[config.mk]
export PLATFORM = sky130hd
export DESIGN_NAME = ts_ddr_write_arbiter
export DESIGN_NICKNAME = d
export VERILOG_FILES = /design/src/rtl/ts_ddr_write_arbiter.sv
export SDC_FILE = /design/constraint.sdc
export NUM_CORES = 1
export LEC_CHECK = 0
export CAP_MARGIN = 30
export CORE_MARGIN = 5
export CORE_UTILIZATION = 35
export DETAILED_ROUTE_END_ITERATION = 16
export GPL_TIMING_DRIVEN = 0
export SYNTH_ARGS = -nofsm -noshare
export SYNTH_HDL_FRONTEND = slang
export SYNTH_SLANG_ARGS = --single-unit
export TNS_END_PERCENT = 20
[constraint.sdc]
create_clock -name CLOCK -period 3.3 [get_ports CLOCK]
set_clock_uncertainty 0.15 [all_clocks]
set_input_delay 0.495 -clock CLOCK [delete_from_list [all_inputs] [get_ports CLOCK]]
set_output_delay 0.495 -clock CLOCK [all_outputs]
set_load 0.01 [all_outputs]
[src/rtl/ts_ddr_write_arbiter.sv]
// Round-robin burst writer sharing one Avalon-MM write port between two TS channels.
// Optional per-channel burst counters when TS_ARB_STATS_EN is defined.
module ts_ddr_write_arbiter #(
  parameter int DATA_WIDTH  = 32,
  parameter int ADDR_WIDTH  = 26,
  parameter int LEVEL_WIDTH = 9,
  parameter int BURST_LEN   = 16,
  parameter logic [ADDR_WIDTH-1:0] CH0_BASE     = 26'h0,
  parameter logic [ADDR_WIDTH-1:0] CH1_BASE     = 26'h100000,
  parameter logic [ADDR_WIDTH-1:0] REGION_WORDS = 26'h100000
) (
  input  logic                         CLOCK,
  input  logic                         RESET,
  input  logic                         ENABLE,
  input  logic [LEVEL_WIDTH-1:0]       CH0_LEVEL,
  input  logic [DATA_WIDTH-1:0]        CH0_DATA,
  output logic                         CH0_RD,
  input  logic [LEVEL_WIDTH-1:0]       CH1_LEVEL,
  input  logic [DATA_WIDTH-1:0]        CH1_DATA,
  output logic                         CH1_RD,
  output logic [ADDR_WIDTH-1:0]        AVM_ADDRESS,
  output logic [$clog2(BURST_LEN):0]   AVM_BURSTCOUNT,
  output logic                         AVM_WRITE,
  output logic [DATA_WIDTH-1:0]        AVM_WRITEDATA,
  input  logic                         AVM_WAITREQUEST,
  output logic [1:0]                   GRANT,
`ifdef TS_ARB_STATS_EN
  output logic [31:0]                  CH0_BURSTS,
  output logic [31:0]                  CH1_BURSTS,
`endif
  output logic                         CH0_WRAP,
  output logic                         CH1_WRAP
);

  localparam int BW = $clog2(BURST_LEN) + 1;
  localparam int CW = (BURST_LEN > 1) ? $clog2(BURST_LEN) : 1;
  localparam logic [BW-1:0]          BL_BC  = BW'(BURST_LEN);
  localparam logic [CW-1:0]          LAST   = CW'(BURST_LEN - 1);
  localparam logic [LEVEL_WIDTH-1:0] BL_LVL = LEVEL_WIDTH'(BURST_LEN);
  localparam logic [ADDR_WIDTH-1:0]  BL_A   = ADDR_WIDTH'(BURST_LEN);

  typedef enum logic {IDLE, BURST} state_t;

  state_t                 state, state_nx;
  logic [1:0]             grant_nx;
  logic [ADDR_WIDTH-1:0]  addr_nx;
  logic [BW-1:0]          bc_nx;
  logic                   write_nx;
  logic [CW-1:0]          cnt, cnt_nx;
  logic [ADDR_WIDTH-1:0]  off0, off0_nx, off1, off1_nx;
  logic                   rr, rr_nx;

  logic req0, req1, pick1, accept, last, hit0, hit1;

  assign req0   = CH0_LEVEL >= BL_LVL;
  assign req1   = CH1_LEVEL >= BL_LVL;
  // rr holds the last served channel; ties go to the other one
  assign pick1  = req1 && (!req0 || !rr);
  assign accept = AVM_WRITE && !AVM_WAITREQUEST;
  assign last   = accept && (cnt == LAST);
  assign hit0   = (off0 + BL_A) == REGION_WORDS;
  assign hit1   = (off1 + BL_A) == REGION_WORDS;

  assign CH0_RD        = accept && GRANT[0];
  assign CH1_RD        = accept && GRANT[1];
  assign AVM_WRITEDATA = GRANT[1] ? CH1_DATA : CH0_DATA;
  assign CH0_WRAP      = last && GRANT[0] && hit0;
  assign CH1_WRAP      = last && GRANT[1] && hit1;

  always_comb begin
    state_nx = state;
    grant_nx = GRANT;
    addr_nx  = AVM_ADDRESS;
    bc_nx    = AVM_BURSTCOUNT;
    write_nx = AVM_WRITE;
    cnt_nx   = cnt;
    off0_nx  = off0;
    off1_nx  = off1;
    rr_nx    = rr;
    unique case (state)
      IDLE: begin
        if (ENABLE && (req0 || req1)) begin
          grant_nx = pick1 ? 2'b10 : 2'b01;
          addr_nx  = pick1 ? (CH1_BASE + off1) : (CH0_BASE + off0);
          bc_nx    = BL_BC;
          write_nx = 1'b1;
          cnt_nx   = '0;
          rr_nx    = pick1;
          state_nx = BURST;
        end
      end
      BURST: begin
        if (last) begin
          write_nx = 1'b0;
          grant_nx = 2'b00;
          bc_nx    = '0;
          state_nx = IDLE;
          if (GRANT[0]) off0_nx = hit0 ? '0 : off0 + BL_A;
          if (GRANT[1]) off1_nx = hit1 ? '0 : off1 + BL_A;
        end else if (accept) begin
          cnt_nx = cnt + 1'b1;
        end
      end
      default: state_nx = IDLE;
    endcase
  end

  always_ff @(posedge CLOCK or posedge RESET) begin
    if (RESET) begin
      state          <= IDLE;
      GRANT          <= 2'b00;
      AVM_ADDRESS    <= '0;
      AVM_BURSTCOUNT <= '0;
      AVM_WRITE      <= 1'b0;
      cnt            <= '0;
      off0           <= '0;
      off1           <= '0;
      rr             <= 1'b1;
    end else begin
      state          <= state_nx;
      GRANT          <= grant_nx;
      AVM_ADDRESS    <= addr_nx;
      AVM_BURSTCOUNT <= bc_nx;
      AVM_WRITE      <= write_nx;
      cnt            <= cnt_nx;
      off0           <= off0_nx;
      off1           <= off1_nx;
      rr             <= rr_nx;
    end
  end

`ifdef TS_ARB_STATS_EN
  always_ff @(posedge CLOCK or posedge RESET) begin
    if (RESET) begin
      CH0_BURSTS <= '0;
      CH1_BURSTS <= '0;
    end else begin
      if (last && GRANT[0]) CH0_BURSTS <= CH0_BURSTS + 32'd1;
      if (last && GRANT[1]) CH1_BURSTS <= CH1_BURSTS + 32'd1;
    end
  end
`endif

endmodule
== Word-level counts from Yosys, hierarchy flattened ==
Index checks and enable logic that the tools add are counted.

* Word-level logic and storage cells: 64
* Register bits: 92
* Output and inout bits: 70
* Bits of input ports: 86

* Mux-type cells: 21
* Add/subtract/negate cells: 4
* Bitwise operators: 1
* Equality and inequality tests: 7
* Order comparisons: 2
* Reduce and logical (&&, ||, !) cells: 20

{| class="wikitable"
|+ Operators with widths
! cell !! count
|-
| $mux W26 || 3
|-
| $add A26 B5 Y26 const B || 2
|-
| $eq A26 B21 Y1 const B || 2
|-
| $mux W32 || 1
|-
| $add A21 B26 Y26 const A || 1
|-
| $ge A9 B5 Y1 const B || 2
|-
| $mux W4 || 3
|-
| $logic_and A1 B1 Y1 || 10
|-
| $mux W5 || 2
|-
| $pmux W5 S2 || 1
|-
| $reduce_and A3 Y1 || 3
|-
| $pmux W4 S2 || 1
|-
| $mux W2 || 3
|-
| $add A4 B1 Y4 const B || 1
|-
| $eq A4 B4 Y1 const B || 1
|-
| $mux W1 || 4
|-
| $ne A2 B1 Y1 const B || 2
|-
| $ne A2 B2 Y1 const B || 2
|-
| $pmux W1 S2 || 2
|-
| $pmux W2 S2 || 1
|-
| $reduce_and A2 Y1 || 2
|-
| $logic_not A1 Y1 || 3
|-
| $logic_or A1 B1 Y1 || 2
|-
| $not A1 Y1 || 1
|}

== Logic depth before layout (Yosys ltp) ==
* Depth in word-level cells: 7
* Depth in mapped cells: 9

== Least setup slack after synthesis ==
Ideal clock, no wire load.

* Path kind: flip-flop to output port
* Start point: register off0[7]
* End point: output CH0_WRAP
* Arrival time: 1992 ps
* Stages on the path, launching flop included: 9
* Setup slack: 663 ps
* Cells stage by stage: dfrtp_1 -> buf_6 -> and4_4 -> a211o_1 -> a221oi_4 -> o221ai_2 -> nor4_2 -> nand2_1 -> nor2_1

* Cells in the longest elaborated chain, start to end: 3

{| class="wikitable"
|+ RTL lines
! what !! line !! source
|-
| start, declared || 50 || <nowiki>logic [ADDR_WIDTH-1:0] off0, off0_nx, off1, off1_nx;</nowiki>
|-
| start signal, assigned || 126 || <nowiki>off0 <= off0_nx;</nowiki>
|-
| $add A26 B5 Y26 || 61 || <nowiki>assign hit0 = (off0 + BL_A) == REGION_WORDS;</nowiki>
|-
| $eq A26 B21 Y1 || 61 ||
|-
| $logic_and A1 B1 Y1 || 67 || <nowiki>assign CH0_WRAP = last && GRANT[0] && hit0;</nowiki>
|-
| end, declared || 31 || <nowiki>output logic CH0_WRAP,</nowiki>
|}

No other way between the ends.

== Worst setup path in the final report ==
* Start point: register off1[11]
* End point: output CH1_WRAP

* Cells in the longest elaborated chain, start to end: 3

{| class="wikitable"
|+ RTL lines
! what !! line !! source
|-
| start, declared || 50 ||
|-
| start signal, assigned || 127 || <nowiki>off1 <= off1_nx;</nowiki>
|-
| $add A26 B5 Y26 || 62 || <nowiki>assign hit1 = (off1 + BL_A) == REGION_WORDS;</nowiki>
|-
| $eq A26 B21 Y1 || 62 ||
|-
| $logic_and A1 B1 Y1 || 68 || <nowiki>assign CH1_WRAP = last && GRANT[1] && hit1;</nowiki>
|-
| end, declared || 32 || <nowiki>output logic CH1_WRAP</nowiki>
|}

No other way between the ends.

==> results.md <==
- Status: complete, but fails checks
- Failing checks: negative setup slack
- Count of flip-flops with a built-in enable after synthesis: 0
- Sum of negative setup slack: -31.7 ps
- Max Slew Vio Count: 0
- RSZ-0062 raised after global routing: true
- Critical path class: flip-flop to primary output
- Layout Area Growth over Synthesis: 44.4%
- Leading cell type in the layout, fill and taps excluded: clkdlybuf4s50_1
- Psw: between 0.0008 and 0.0009 W
- Routed via count: about 4300
- Vias per inst: a little over 5
- Leak: approximately 3.0 nW
- Maximum buffer depth of the clock tree: 2
- Io pins: approximately 160
- Worst-skew pair later-pin latency: roughly 340 ps
- Yosys reg bits: 75
- CP Capture Type: primary output
- Cts bufs inserted: 9
- Worst Path Arrival: 2690 ps
- Routed WL: around 14000 microns
- Nets: 753
- Power per Cell Area: approximately 460 nW/um^2
- Fin worst setup slack: -31.7 ps
- Starting density of the core: between 30 and 40%
- Worst VDD drop: about 0.00027 V
- Combinational power share: roughly 33%
- GR Util All Layers: 17.4%
- Met3 wire length: approximately 580 microns
- Final hold vios: 0
- Placeable Area: 13400 sq um
- Seq pwr share: roughly a third
- Critical Path RT: around 2700 ps
- Most frequent cells in the layout: clkdlybuf4s50_1 (137), nand2_1 (71), dfrtp_1 (65)
- Post-DP HPWL: roughly 11000 microns
- Port bufs: around 140
- Layout cells sized above 1: 21.0%
- Peak Freq: ~300 MHz
- Ys async rst share: 100%
- Wl on met1: between 5000 and 6000 microns
- CP Max Fanout: 9
- Grt ovf: 0
- CTS tree: built
- Synth Instances: approximately 500
- Pint: 0.00232 W
- DRC viols: 0
- Root buf cell: clkbuf_16
- Yosys top cell area share: roughly two fifths
- Slew headroom: 61.6%
- # clock sinks: 75
- Post-Route Utilization: 52.0%
- Met2 WL: about 7400 microns
- Most used DFF post-synth: dfrtp_1
- Final setup viols: 1
- Initial antenna violation count: 0
- Die footprint: 16200 sq um
- Number of hold buffers added after CTS: 0
- Row cnt: 42
- Die width: ~130 microns
- Sequential share of the synthesized area: about two fifths
- Synth cell types: between 70 and 80
- Startpoint Class: flip-flop
- Largest net degree at the start of global routing: 46
- Worst-Margin Slew: roughly 580 ps
- DP Area: about 6500 sq um
- Synth top area cells: dfrtp_1 (38%), mux2_2 (7.7%), xnor2_1 (6.4%)
- Antenna cells: 0
- Mean Syn Cell Area: 9.70 sq um
- DRT iter0 DRCs: between 300 and 400
- Clock power share: around a third
- Hold Crit Class: flip-flop to flip-flop
- Max-Cap Viols: 0
- Yosys top cell by area: dfrtp_1
- ANT nets after route: 0
- Vias in the first global route: 4455
- Die H: between 100 and 150 microns
- GP Congestion: about 0.84
- Wire per inst: around 17 microns
- Final min period: between 3000 and 4000 ps
- Final Cycle Share: 101%
- Top sig layer: met4
- Post-route cell area: between 6000 and 7000 sq um
- Hold_ws: between 300 and 400 ps
- TritonRoute pass-1 iters: 4
- Synthesis Warnings: 0
- Clock Pin Slew Worst Setup and Hold Paths: roughly 60 ps
- First-pass GRT wire length: 22700 microns
- Post-Syn Area: roughly 4800 sq um
- H-tree depth: 3
- Sw frac: ~28%
-- registers in the layout (all words and copies together) (netlist names) --
register,cells
GRANT,2
off0,22
state,1
rr,1
off1,22
AVM_ADDRESS,22
cnt,4
AVM_BURSTCOUNT,1
-- worst paths after layout --
kind                                from  endpoint  slack, ps  cells after the start
worst max register to register   off0[6]   off0[5]        510                     10
worst min register to register        rr        rr        320                      2
worst max-delay path            off1[11]  CH1_WRAP        -30                      8
max in group asynchronous          RESET        rr       2020                      3
worst min-delay path                  rr        rr        320                      2
min in group asynchronous          RESET  off0[18]        360                      2
-- what timing repair did --
action,in CTS,in global routing
hold endpoints to repair,0,0
resized for setup,27,8
endpoints found under the setup margin,2,2
setup buffers,2,6
pin swaps,3,5
-- cell families (layout without fill, tap and decap cells) --
| logic type | Yosys count | after routing | share of synthesized area [%] |
|---|---|---|---|
| multiplexers | 35 | 35 | 8.15 |
| XOR/XNOR | 48 | 48 | 8.72 |
| buffers and inverters | 61 | 225 | 8.10 |
| AND/OR/NAND/NOR | 203 | 203 | 23.5 |
| flip-flops | 75 | 75 | 38.9 |
| AO/OA/AOI/OAI | 70 | 70 | 11.5 |
| other | 1 | 8 | 0.0778 |
| adder cells (fa/ha/maj) | 4 | 4 | 1.04 |
-- cell usage after synthesis (3+ instances only) --
library cell and number:
a22oi_1 21, a211o_1 3, and4_1 6, nand2_1 71, nand4_1 17, xor2_1 13, a31oi_1 6, nor3_1 11
ha_1 4, nor4_1 10, nand4_4 3, and2_1 6, buf_2 6, buf_6 10, dfrtp_1 74, clkbuf_1 16
nand3_1 22, buf_4 15, nor2_1 25, mux2_2 33, xnor2_1 35, and3_1 8, inv_1 10, nor2b_1 4
o21ai_0 10
-- power by group through the flow --
stage,logic (W),registers (W),clock network (W)
final,0.00105,0.00108,0.00109
after CTS,0.00107,0.00108,0.00110
after detailed placement,0.00106,0.00109,0
after global routing,0.00114,0.00109,0.00115
after global placement,0.00104,0.00109,0
after floorplan,0.000519,0.00109,0
-- layout make-up --
type	instances	area [sq um]
inverters	10	40.0
clock inverters	5	75.1
repair buffers	148	1480
fillers	1244	6440
multi-input cells	368	2650
well taps	176	220
clock buffers	11	253
plain buffers	51	364
flip-flops and latches	75	1890
-- per-stage QoR --
step                      power, W  std cells  setup slack (ps)
final                      0.00322        844             -31.7
after global routing       0.00338        844              -138
after CTS                  0.00325        838           -0.0804
after global placement     0.00213        819              -492
after detailed placement   0.00215        820              -146
after floorplan            0.00161        504               663
-- metal layers --
metal / vias to the layer above / track usage [%]
met2: 99 / 30.8
met4: 0 / 6.50
met1: 2069 / 20.9
met5: - / 0
li1: 2094 / -
met3: 21 / 3.34
-- worst max-delay path, cell delays in order (launching register included) --
cell             delay (ps)
dfrtp_1                 320
buf_4                   180
nand4_4                 180
o41ai_2                 320
or4b_4                  500
nor4_1                  180
and4_1                  270
and3_1                  170
clkdlybuf4s15_2         230
Note: power is estimated with default switching activity, not from simulation.
